## src/rtl/inst_fetcher.sv

```systemverilog
// Instruction fetcher: requests an instruction, hands it to the predictor, then issues it.
// It follows the predicted target and redirects on a ROB flush.
module inst_fetcher #(
    parameter int          ADDR_BITS = 17,
    parameter logic [31:0] RESET_PC  = 32'h0
) (
    input  logic        clk,
    input  logic        rst,
    input  logic        rdy,
    input  logic        clr,
    input  logic [31:0] Target_PC,
    output logic        Mem_Req,
    output logic [31:0] Mem_Addr,
    input  logic        Mem_Valid,
    input  logic [31:0] Mem_Inst,
    output logic [31:0] PC,
    output logic [31:0] Inst,
    output logic        Ready,
    input  logic [31:0] Predict_Jump,
    input  logic        Predict_Jump_Bool,
    output logic        Issue_Valid,
    output logic [31:0] Issue_PC,
    output logic [31:0] Issue_Inst,
    output logic        Issue_Pred,
    input  logic        Issue_Full
);

    typedef enum logic [1:0] {
        START,
        WAIT,
        PRED,
        ISSUE
    } state_t;

    localparam logic [31:0] ADDR_MASK = (ADDR_BITS >= 32) ? 32'hFFFF_FFFF :
                                        32'((64'h1 << ADDR_BITS) - 64'h1);

    function automatic logic [31:0] maskAddr(input logic [31:0] addr);
        return addr & ADDR_MASK;
    endfunction

    state_t      r_state,    w_state;
    logic [31:0] r_pcReg,    w_pcReg;
    logic [31:0] r_instLat,  w_instLat;
    logic [31:0] r_predTgt,  w_predTgt;
    logic        r_predBool, w_predBool;

    logic        w_memReq;
    logic [31:0] w_memAddr;
    logic [31:0] w_pc;
    logic [31:0] w_inst;
    logic        w_ready;
    logic        w_issueValid;
    logic [31:0] w_issuePc;
    logic [31:0] w_issueInst;
    logic        w_issuePred;

    always_ff @(posedge clk) begin
        if (rst) begin
            r_state <= START;
        end else begin
            r_state <= w_state;
        end
    end

    // Everything holds unless a live (rdy=1) cycle says otherwise; a flush outranks the state.
    always_comb begin
        w_state      = r_state;
        w_pcReg      = r_pcReg;
        w_instLat    = r_instLat;
        w_predTgt    = r_predTgt;
        w_predBool   = r_predBool;
        w_memReq     = Mem_Req;
        w_memAddr    = Mem_Addr;
        w_pc         = PC;
        w_inst       = Inst;
        w_ready      = Ready;
        w_issueValid = Issue_Valid;
        w_issuePc    = Issue_PC;
        w_issueInst  = Issue_Inst;
        w_issuePred  = Issue_Pred;

        if (rdy) begin
            w_issueValid = 1'b0;
            if (clr) begin
                w_pcReg    = maskAddr(Target_PC);
                w_memAddr  = maskAddr(Target_PC);
                w_memReq   = 1'b1;
                w_ready    = 1'b0;
                w_predBool = 1'b0;
                w_predTgt  = 32'h0;
                w_state    = WAIT;
            end else begin
                case (r_state)
                    START: begin
                        w_memReq  = 1'b1;
                        w_memAddr = r_pcReg;
                        w_state   = WAIT;
                    end
                    WAIT: begin
                        if (Mem_Valid) begin
                            w_instLat = Mem_Inst;
                            w_pc      = r_pcReg;
                            w_inst    = Mem_Inst;
                            w_ready   = 1'b1;
                            w_memReq  = 1'b0;
                            w_state   = PRED;
                        end
                    end
                    PRED: begin
                        w_ready    = 1'b0;
                        w_predTgt  = maskAddr(Predict_Jump);
                        w_predBool = Predict_Jump_Bool;
                        w_state    = ISSUE;
                    end
                    ISSUE: begin
                        if (!Issue_Full) begin
                            w_issueValid = 1'b1;
                            w_issuePc    = r_pcReg;
                            w_issueInst  = r_instLat;
                            w_issuePred  = r_predBool;
                            w_pcReg      = r_predTgt;
                            w_memAddr    = r_predTgt;
                            w_memReq     = 1'b1;
                            w_state      = WAIT;
                        end else begin
                            w_memReq = 1'b0;
                        end
                    end
                    default: w_state = START;
                endcase
            end
        end
    end

    always_ff @(posedge clk) begin
        if (rst) begin
            r_pcReg     <= maskAddr(RESET_PC);
            r_instLat   <= 32'h0;
            r_predTgt   <= 32'h0;
            r_predBool  <= 1'b0;
            Mem_Req     <= 1'b0;
            Mem_Addr    <= 32'h0;
            PC          <= 32'h0;
            Inst        <= 32'h0;
            Ready       <= 1'b0;
            Issue_Valid <= 1'b0;
            Issue_PC    <= 32'h0;
            Issue_Inst  <= 32'h0;
            Issue_Pred  <= 1'b0;
        end else begin
            r_pcReg     <= w_pcReg;
            r_instLat   <= w_instLat;
            r_predTgt   <= w_predTgt;
            r_predBool  <= w_predBool;
            Mem_Req     <= w_memReq;
            Mem_Addr    <= w_memAddr;
            PC          <= w_pc;
            Inst        <= w_inst;
            Ready       <= w_ready;
            Issue_Valid <= w_issueValid;
            Issue_PC    <= w_issuePc;
            Issue_Inst  <= w_issueInst;
            Issue_Pred  <= w_issuePred;
        end
    end

endmodule
```

## config.mk

```make
export PLATFORM = sky130hd
export DESIGN_NAME = inst_fetcher
export DESIGN_NICKNAME = d
export VERILOG_FILES = /design/src/rtl/inst_fetcher.sv
export SDC_FILE = /design/constraint.sdc
export NUM_CORES = 1
export LEC_CHECK = 0
export ABC_AREA = 0
export BUFFER_PORTS_ARGS = -buffer_cell sky130_fd_sc_hd__buf_2
export CAP_MARGIN = 20
export CELL_PAD_IN_SITES_DETAIL_PLACEMENT = 0
export CELL_PAD_IN_SITES_GLOBAL_PLACEMENT = 2
export CORE_MARGIN = 2
export CORE_UTILIZATION = 28
export DETAILED_ROUTE_END_ITERATION = 10
export GPL_ROUTABILITY_DRIVEN = 0
export PLACE_DENSITY_LB_ADDON = 0.1
export SYNTH_ARGS = -nofsm -noshare
export SYNTH_HDL_FRONTEND = slang
export SYNTH_SLANG_ARGS = --single-unit
```

## constraint.sdc

```tcl
create_clock -name clk -period 3.4 [get_ports clk]
set_input_delay 0.17 -clock clk [delete_from_list [all_inputs] [get_ports clk]]
set_output_delay 0.17 -clock clk [all_outputs]
set_load 0.05 [all_outputs]
```

**After elaboration in Yosys (flattened, before gate mapping)**

Index checks and enable logic that the tools add are counted.

- Register bits: 231
- Bits in latches: 0
- Bits in writable memories: 0
- ROM bits: 0
- Input port bits: 103
- Output and inout port bits: 164
- Logic and storage cells: 57
- Memories kept: 0

- $add $sub $neg: 0
- $mul: 0
- Div/mod/pow operators: 0
- $lt $le $gt $ge: 0
- Equal/unequal tests: 6
- Shift-type cells: 0
- Muxes and demuxes: 22
- Bitwise operators: 2
- Reductions and logical operators: 14

Operators with widths:

| cell | count |
|---|---|
| $mux W32 | 6 |
| $pmux W32 S2 | 1 |
| $reduce_and A3 Y1 | 5 |
| $mux W1 | 9 |
| $pmux W2 S4 | 1 |
| $reduce_and A4 Y1 | 2 |
| $mux W2 | 3 |
| $ne A3 B3 Y1 const B | 2 |
| $reduce_bool A3 Y1 | 2 |
| $eq A2 B2 Y1 const B | 2 |
| $reduce_bool A2 Y1 | 2 |
| $reduce_bool A4 Y1 | 1 |
| $pmux W1 S3 | 1 |
| $eq A2 B1 Y1 const B | 1 |
| $logic_not A2 Y1 | 1 |
| $ne A2 B2 Y1 const B | 1 |
| $not A1 Y1 | 2 |
| $pmux W1 S2 | 1 |
| $reduce_and A2 Y1 | 1 |

**Depth between registers and ports, before layout**

Gate-level depths: netlist of run 1.

- Depth after elaboration: 3
- Gate-level depth with buffers: 8
- Depth with buffers taken out: 6

**Worst setup path before layout of run 1**

Ideal clock, no wire load.

- Path kind: reg-to-reg
- From: register r_state[0]
- To: register Mem_Addr[10]
- Data arrival time: 1.524 ns
- Path slack: 1.749 ns
- Stages on the path, launching flop included: 9
- Path buffers: 2
- Period minus slack after synthesis: 1.651 ns
- Cells stage by stage: dfxtp_1 -> inv_1 -> ha_1 -> nor2b_1 -> o31ai_2 -> buf_4 -> buf_8 -> mux2i_1 -> nor2_1

- Word-level cells in the longest chain between the ends: 3
- Elaborated cells between the ends (all ways): 7
- Classes of those cells: eq/ne (2); mux (2); reduce/logical (3)

Ends and longest elaborated chain:

| what | RTL line | text |
|---|---|---|
| start, declared | 42 | `state_t r_state, w_state;` |
| start signal, assigned | 62 | `r_state <= w_state;` |
| $eq A2 B2 Y1 / $logic_not A2 Y1 (equally long branches) | 94 | `case (r_state)` |
| $ne A3 B3 Y1 (no source line) (tied with other cells) | - |  |
| $reduce_and A3 Y1 (no source line) / $mux W32 (equally long branches) | - |  |
| end signal, assigned | 157 | `Mem_Addr <= w_memAddr;` |
| end, declared | 13 | `output logic [31:0] Mem_Addr,` |

Parallel ways exist; a longest one is shown, timed or not.
A chain may end at the register's enable or synchronous reset.

**Final worst setup path of run 1**

- From: register r_state[0]
- To: register Mem_Addr[0]

The elaborated chain is that of the path after synthesis.

==> results_dict.tcl, run 1 <==
set metrics [dict create \
    rows 55 \
    grt_pass1_vias 5339 \
    power.density_nw_per_um2 505.4 \
    relSlewSlack_pct 33.72 \
    reg2reg_slack_ns 1.33 \
    htreeDepth 4 \
    totalWireLength_um 19280 \
    cp-startpoint "r_state[0]$_SDFFE_PP0P_" \
    pwr-share-comb_pct 11.2 \
    post_cts_buffers 0 \
    hold_buffers 39 \
    max_stage_delay_ns 0.43 \
    tns_ns 0 \
    drtIter0Drc 292 \
    min_period_ns 2.067 \
    clock_path_buffers 2 \
    clkPwrFrac_pct 43.7 \
    synth_seq_cells 156 \
    dp.cells 1201 \
    wire_per_inst_um 15.16 \
    yosys_warnings 0 \
    reg2reg_from "r_state[0]$_SDFFE_PP0P_" \
    fin_skew_ns 0.008448 \
    rsz0062_at_grt "false" \
    drive_above_1_share_pct 24.52 \
    critPathKind "flop to flop" \
    power_uw 4204 \
    antenna_left 0 \
    r2r_cells 7 \
    grt_pass1_wl_um 29690 \
    fin_crit_sh_pct 60.81 \
    drv_slew 0 \
    ys_seq_area_share_pct 48.83 \
    cp.arrival_ns 2.34 \
    avgSynthCellArea_sq_um 8.285 \
    cp_num_buf_inv 2 \
    num_io_pins 267 \
    path_cells "ha_1 > buf_4 > nor2b_1 > o31ai_4 > buf_4 > mux2i_1 > nor2_1" \
    clock_latency_ns 0.42 \
    antenna_found_initial 1 \
    fmax_ghz 0.4837 \
    antennaDiodeCount 0 \
    grt.total_usage_pct 15.86 \
    die_x_um 155.1 \
    hold_viol 0 \
    netSwitchingFraction_pct 28.08 \
    cpMostUsedCell "buf_4" \
    viasPerCell 4.450 \
    fin_util_pct 36.97 \
    drt_pass1_iterations 4 \
    power.internal_uw 3024 \
    stdcell_count 1272 \
    root_buffer "clkbuf_16" \
    core_area_sq_um 22500 \
    path_depth 7 \
    die_y_um 155.1 \
    start_util_pct 28.42 \
    cts_tree "built" \
    worst_pin_slew_ns 0.9942 \
    syn_area_sq_um 6396 \
    hold_path.class "input pin to flop" \
    power_switching_uw 1181 \
    worst_slack_ns 1.333 \
    maxCapViolations 0 \
    max-vdd-ir-drop_v 0.0002494 \
    pre_cts_ws_ns 1.298 \
    vias 5661 \
    synth.distinct_cells 35 \
    p_leak_uw 0.003483 \
    nFillCells 2397 \
    path_delay_family "buffers and inverters" \
    drc_errors 0 \
    crit_end "Mem_Addr[0]$_SDFFE_PP0P_" \
    setup_violations 0 \
    dieArea_sq_um 24070 \
    hpwl_um 12870 \
    clock-sinks 156 \
    grt_max_degree 89 \
    final_nets 1083 \
    outcome "finished clean" \
    syn_inst 772 \
    numCtsBuffers 17 \
    area_growth_pct 30.07 \
    grt-ovfl-total 0 \
    slowest_stage "dfxtp_1" \
    pwr-share-seq_pct 45.1 \
    clkTransAtPathRegs_ns 0.07 \
    path_max_fanout 20 \
    post_cts_resized 0 \
    port_buffers 191 \
    critPathLaunchType "flop" \
    r2r-end "Mem_Addr[0]$_SDFFE_PP0P_" \
    end_kind "flop" \
    worstPathRequired_ns 3.67 \
]
## per-layer routing
metal,global-route usage [%],vias up,wire length [um]
li1,-,2877,-
met3,3.983,22,1107
met2,25.31,157,8804
met5,0,-,13
met1,21.14,2603,9106
met4,4.938,2,245
## state kept, by name, summed over array words and instances (netlist names), 2 cells and up
register and count:
Issue_Inst 32, r_instLat 32, Issue_PC 17, r_predTgt 17, r_state 2, r_pcReg 17, PC 17, Mem_Addr 17
## cells by family (layout without fill, tap and decap cells)
group	Yosys count	in the layout	share of synthesized area (%)
AND/OR/NAND/NOR	307	307	19.43
AO/OA/AOI/OAI	163	163	14.95
flip-flops	156	156	48.83
buffers and inverters	104	275	10.09
multiplexers	35	35	5.477
adder cells (fa/ha/maj)	6	6	1.174
other	1	45	0.05863
## power groups by stage
stage	sequential (uW)	combinational (uW)	clock, uW
floorplan	2000	302	0
CTS	1900	475	1900
detailed placement	1940	439	0
finish	1900	472	1840
global route	1900	508	1980
global placement	1940	437	0
## metrics by stage
step	hold WS, ns	cell area, sq um
2_1_floorplan	0.3060	6561
3_3_place_gp	0.4168	7345
3_5_place_dp	0.4143	7365
4_1_cts	0.0009316	8319
5_1_grt	0.006226	8319
6_report	0.01977	8319
## tightest hold or removal path: stages
cell and delay (ns):
buf_2 0.11, nand2_1 0.06, a21oi_1 0.05
## cells in the final DEF (no fill, tap or decap), types with 3 or more instances in the layout
master           n
a21oi_1        101
a22oi_1         18
a311oi_1        19
buf_2          190
buf_4           10
clkbuf_16       17
clkinvlp_4       5
conb_1          45
dfxtp_1        156
dlygate4sd3_1   39
ha_1             6
inv_6            4
mux2i_1         35
nand2_1        218
nand2b_1        18
nor2_1          56
nor2b_1          3
o21ai_0         17
## synthesized netlist by cell type
master    instances  area (sq um)
a211o_1           1         8.760
a211oi_1          1         7.510
a21boi_1          1         7.510
a21o_1            1         7.510
a21oi_1         101         505.5
a22oi_1          18         135.1
a311oi_1         19         166.4
a31oi_1           2         12.51
and2_1            2         12.51
and3_1            1         6.260
buf_1             5         18.77
buf_2            15         75.07
buf_4            54         405.4
buf_6             3         33.78
buf_8             1         15.01
clkbuf_1         24         90.09
conb_1            1         3.750
dfxtp_1         156          3123
ha_1              6         75.07
inv_1             2         7.510
mux2i_1          35         350.3
nand2_1         219         822.0
nand2_2           1         6.260
nand2b_1         18         112.6
nand3_1           2         10.01
nor2_1           56         210.2
nor2b_1           3         18.77
nor2b_2           1         8.760
nor2b_4           1         13.76
nor3b_1           1         7.510
o21a_1            1         7.510
o21ai_0          17         85.08
o31ai_2           1         12.51
or2_2             1         6.260
or4_1             1         7.510
## final cells by class
type	count	area, sq um	area share [%]
inverter	2	7.507	0.09024
clock inverter	14	135.1	1.624
clock buffer	18	429.2	5.159
tap	285	356.6	4.286
timing repair buffer	241	1456	17.51
sequential	156	3123	37.54
multi-input combinational	556	2811	33.79
## worst min-delay path by stage
stage,from,end,slack [ns],depth (start not counted)
floorplan,Mem_Inst[28],r_instLat[28]$_SDFFE_PP0P_,0.31,2
global placement,Mem_Inst[29],r_instLat[29]$_SDFFE_PP0P_,0.42,3
detailed placement,Mem_Inst[29],r_instLat[29]$_SDFFE_PP0P_,0.41,3
CTS,Predict_Jump[13],r_predTgt[13]$_SDFFE_PP0P_,0.0009,3
global route,Predict_Jump[5],r_predTgt[5]$_SDFFE_PP0P_,0.006,3
finish,Mem_Inst[30],r_instLat[30]$_SDFFE_PP0P_,0.02,3
(Power assumes the default switching activity.)
==> run 2: changes to the inputs <==
- CORE_UTILIZATION: 28 -> 26
- clock period: 3.4 -> 2.1 ns (I/O delays scaled with it)
==> run 2 against run 1 <==
Sequential share of layout area down 2.2 points. Sequential cell count is the same. Die area increased by 7.5%. First-iteration DRC count increased by 12%. Combinational power increased by 76%. Cell count is 6.2% higher. Clock power grew 70%. Routed wire length is 3.8% higher. Critical path depth decreased by 1. Highest routed layer is now met4. Hold slack lost 0.011 ns. Critical endpoint is now r_pcReg[12]$_SDFFE_PP0P_. Core utilization decreased by 0.50 points.
==> results_dict.tcl, run 2 (synthesis gave the netlist of run 1 again) <==
set metrics [dict create \
    outcome "finished clean" \
    hold_path.class "input pin to flop" \
    core_area_sq_um 24250 \
    grt.total_usage_pct 15.37 \
    reg_top3 "Issue_Inst (32), r_instLat (32)" \
    critPathKind "flop to flop" \
    final_nets 1122 \
    cp_num_buf_inv 1 \
    reg2reg_from "r_state[0]$_SDFFE_PP0P_" \
    cp-startpoint "r_state[0]$_SDFFE_PP0P_" \
    setup_violations 0 \
    max-vdd-ir-drop_v 0.0004710 \
    hold_viol 0 \
    final_common_cell "nand2_1" \
    clock_latency_ns 0.42 \
    drt_pass1_iterations 4 \
    pre_cts_ws_ns 0.2274 \
    drv_slew 0 \
    fin_skew_ns 0.01074 \
    power_uw 7032 \
    power.density_nw_per_um2 795.2 \
    path_delay_family "flip-flops" \
    hpwl_um 13530 \
    numCtsBuffers 17 \
    grt_pass1_wl_um 31380 \
    reg2reg_slack_ns 0.26 \
    clkTransAtPathRegs_ns 0.06 \
    clock_path_buffers 2 \
    hold_end "r_pcReg[12]$_SDFFE_PP0P_" \
    critPathLaunchType "flop" \
    path_depth 6 \
    totalWireLength_um 20020 \
    grt_pass1_vias 5482 \
    clock-sinks 156 \
    cts_tree "built" \
    grt-ovfl-total 0 \
    antenna_found_initial 1 \
    num_io_pins 267 \
    antenna_left 0 \
    path_cells "ha_1 > nor2b_2 > o21a_1 > buf_4 > nor2_1 > a311oi_1" \
    dieArea_sq_um 25870 \
    final_cell_mix "218 x nand2_1, 190 x buf_2, 156 x dfxtp_1" \
    min_period_ns 1.835 \
    cp.arrival_ns 2.15 \
    rsz0062_at_grt "false" \
    area_growth_pct 38.26 \
    post_cts_buffers 0 \
    die_x_um 160.8 \
    path_max_fanout 20 \
    worst_slack_ns 0.2650 \
    maxCapViolations 0 \
    root_buffer "clkbuf_16" \
    tns_ns 0 \
    max_stage_delay_ns 0.44 \
    fin_crit_sh_pct 87.38 \
    p_leak_uw 0.003702 \
    drive_above_1_share_pct 24.76 \
    worstPathRequired_ns 2.42 \
    htreeDepth 4 \
    vias 5757 \
    r2r-end "r_pcReg[12]$_SDFFE_PP0P_" \
    drc_errors 0 \
    drtIter0Drc 326 \
    r2r_cells 6 \
    rows 57 \
    slowest_stage "dfxtp_1" \
    viasPerCell 4.261 \
    die_y_um 160.8 \
    grt_max_degree 84 \
    fmax_ghz 0.5449 \
    hp-start "Target_PC[12]" \
    port_buffers 191 \
    wire_per_inst_um 14.82 \
    start_util_pct 26.38 \
    hold_depth 3 \
    end_kind "flop" \
]
## run 2: changes by cell type in the layout (fill, tap and decap cells not counted), sizes merged
cell,change
inv,-1
dlygate4sd3,+27
clkinv,+2
bufinv,+1
diode,+1
buf,+12
clkinvlp,-2
## run 2: how the worst max path moves through the flow
stage                                        to  slack (ns)
floorplan             Mem_Addr[10]$_SDFFE_PP0P_        0.45
global placement    Issue_Inst[20]$_SDFFE_PP0P_        0.26
detailed placement      r_pcReg[8]$_SDFFE_PP0P_        0.23
CTS                     r_pcReg[8]$_SDFFE_PP0P_        0.22
global route           r_pcReg[15]$_SDFFE_PP0P_        0.04
finish                 r_pcReg[12]$_SDFFE_PP0P_        0.26
## run 2: area by class of cell
| type | count | area, sq um |
|---|---|---|
| fillers | 2613 | 15400 |
| flip-flops and latches | 156 | 3123 |
| multi-input cells | 556 | 2811 |
| repair buffers | 280 | 1904 |
| clock buffers | 18 | 429.2 |
| well taps | 324 | 405.4 |
| clock inverters | 14 | 160.2 |
| inverters | 2 | 7.507 |
| diodes | 1 | 2.502 |
## run 2: metrics by stage
stage               cells  utilization, %  instance area (sq um)  hold slack (ns)
finish               1351           36.47                   8843         0.009018
global route         1350           36.46                   8841         0.007488
CTS                  1350           36.46                   8841        0.0002905
detailed placement   1252           31.31                   7591           0.3533
global placement     1252           31.31                   7591           0.3537
floorplan             816               -                   6561           0.2410
## run 2: per-layer routing
metal  track usage (%)  part of all wire, %  vias to the layer above
met5                 0                    0                        -
met4             3.166                 0.57                        0
met3             3.848                  5.0                        5
met2             24.56                   45                      158
met1             21.07                   49                     2636
li1                  -                    -                     2958
## run 2: power by group
group	switching (uW)	internal [uW]	total, uW
logic	554	275	829
clock network	1350	1780	3130
registers	55.8	3020	3070
total	1960	5070	7030
## run 2: timing repair
action,in CTS,in global routing
hold buffers,66,0
endpoints found under the hold margin,69,0
gates resized for setup,0,0
## run 2: worst register-to-register path, delay by kind of cell (launching register included)
family / cells / cell delay [ns]
adders and majority gates: 1 / 0.27
buffers and inverters: 1 / 0.24
DFF: 1 / 0.44
and+or+nand+nor: 2 / 0.39
AOI/OAI and AO/OA: 2 / 0.41
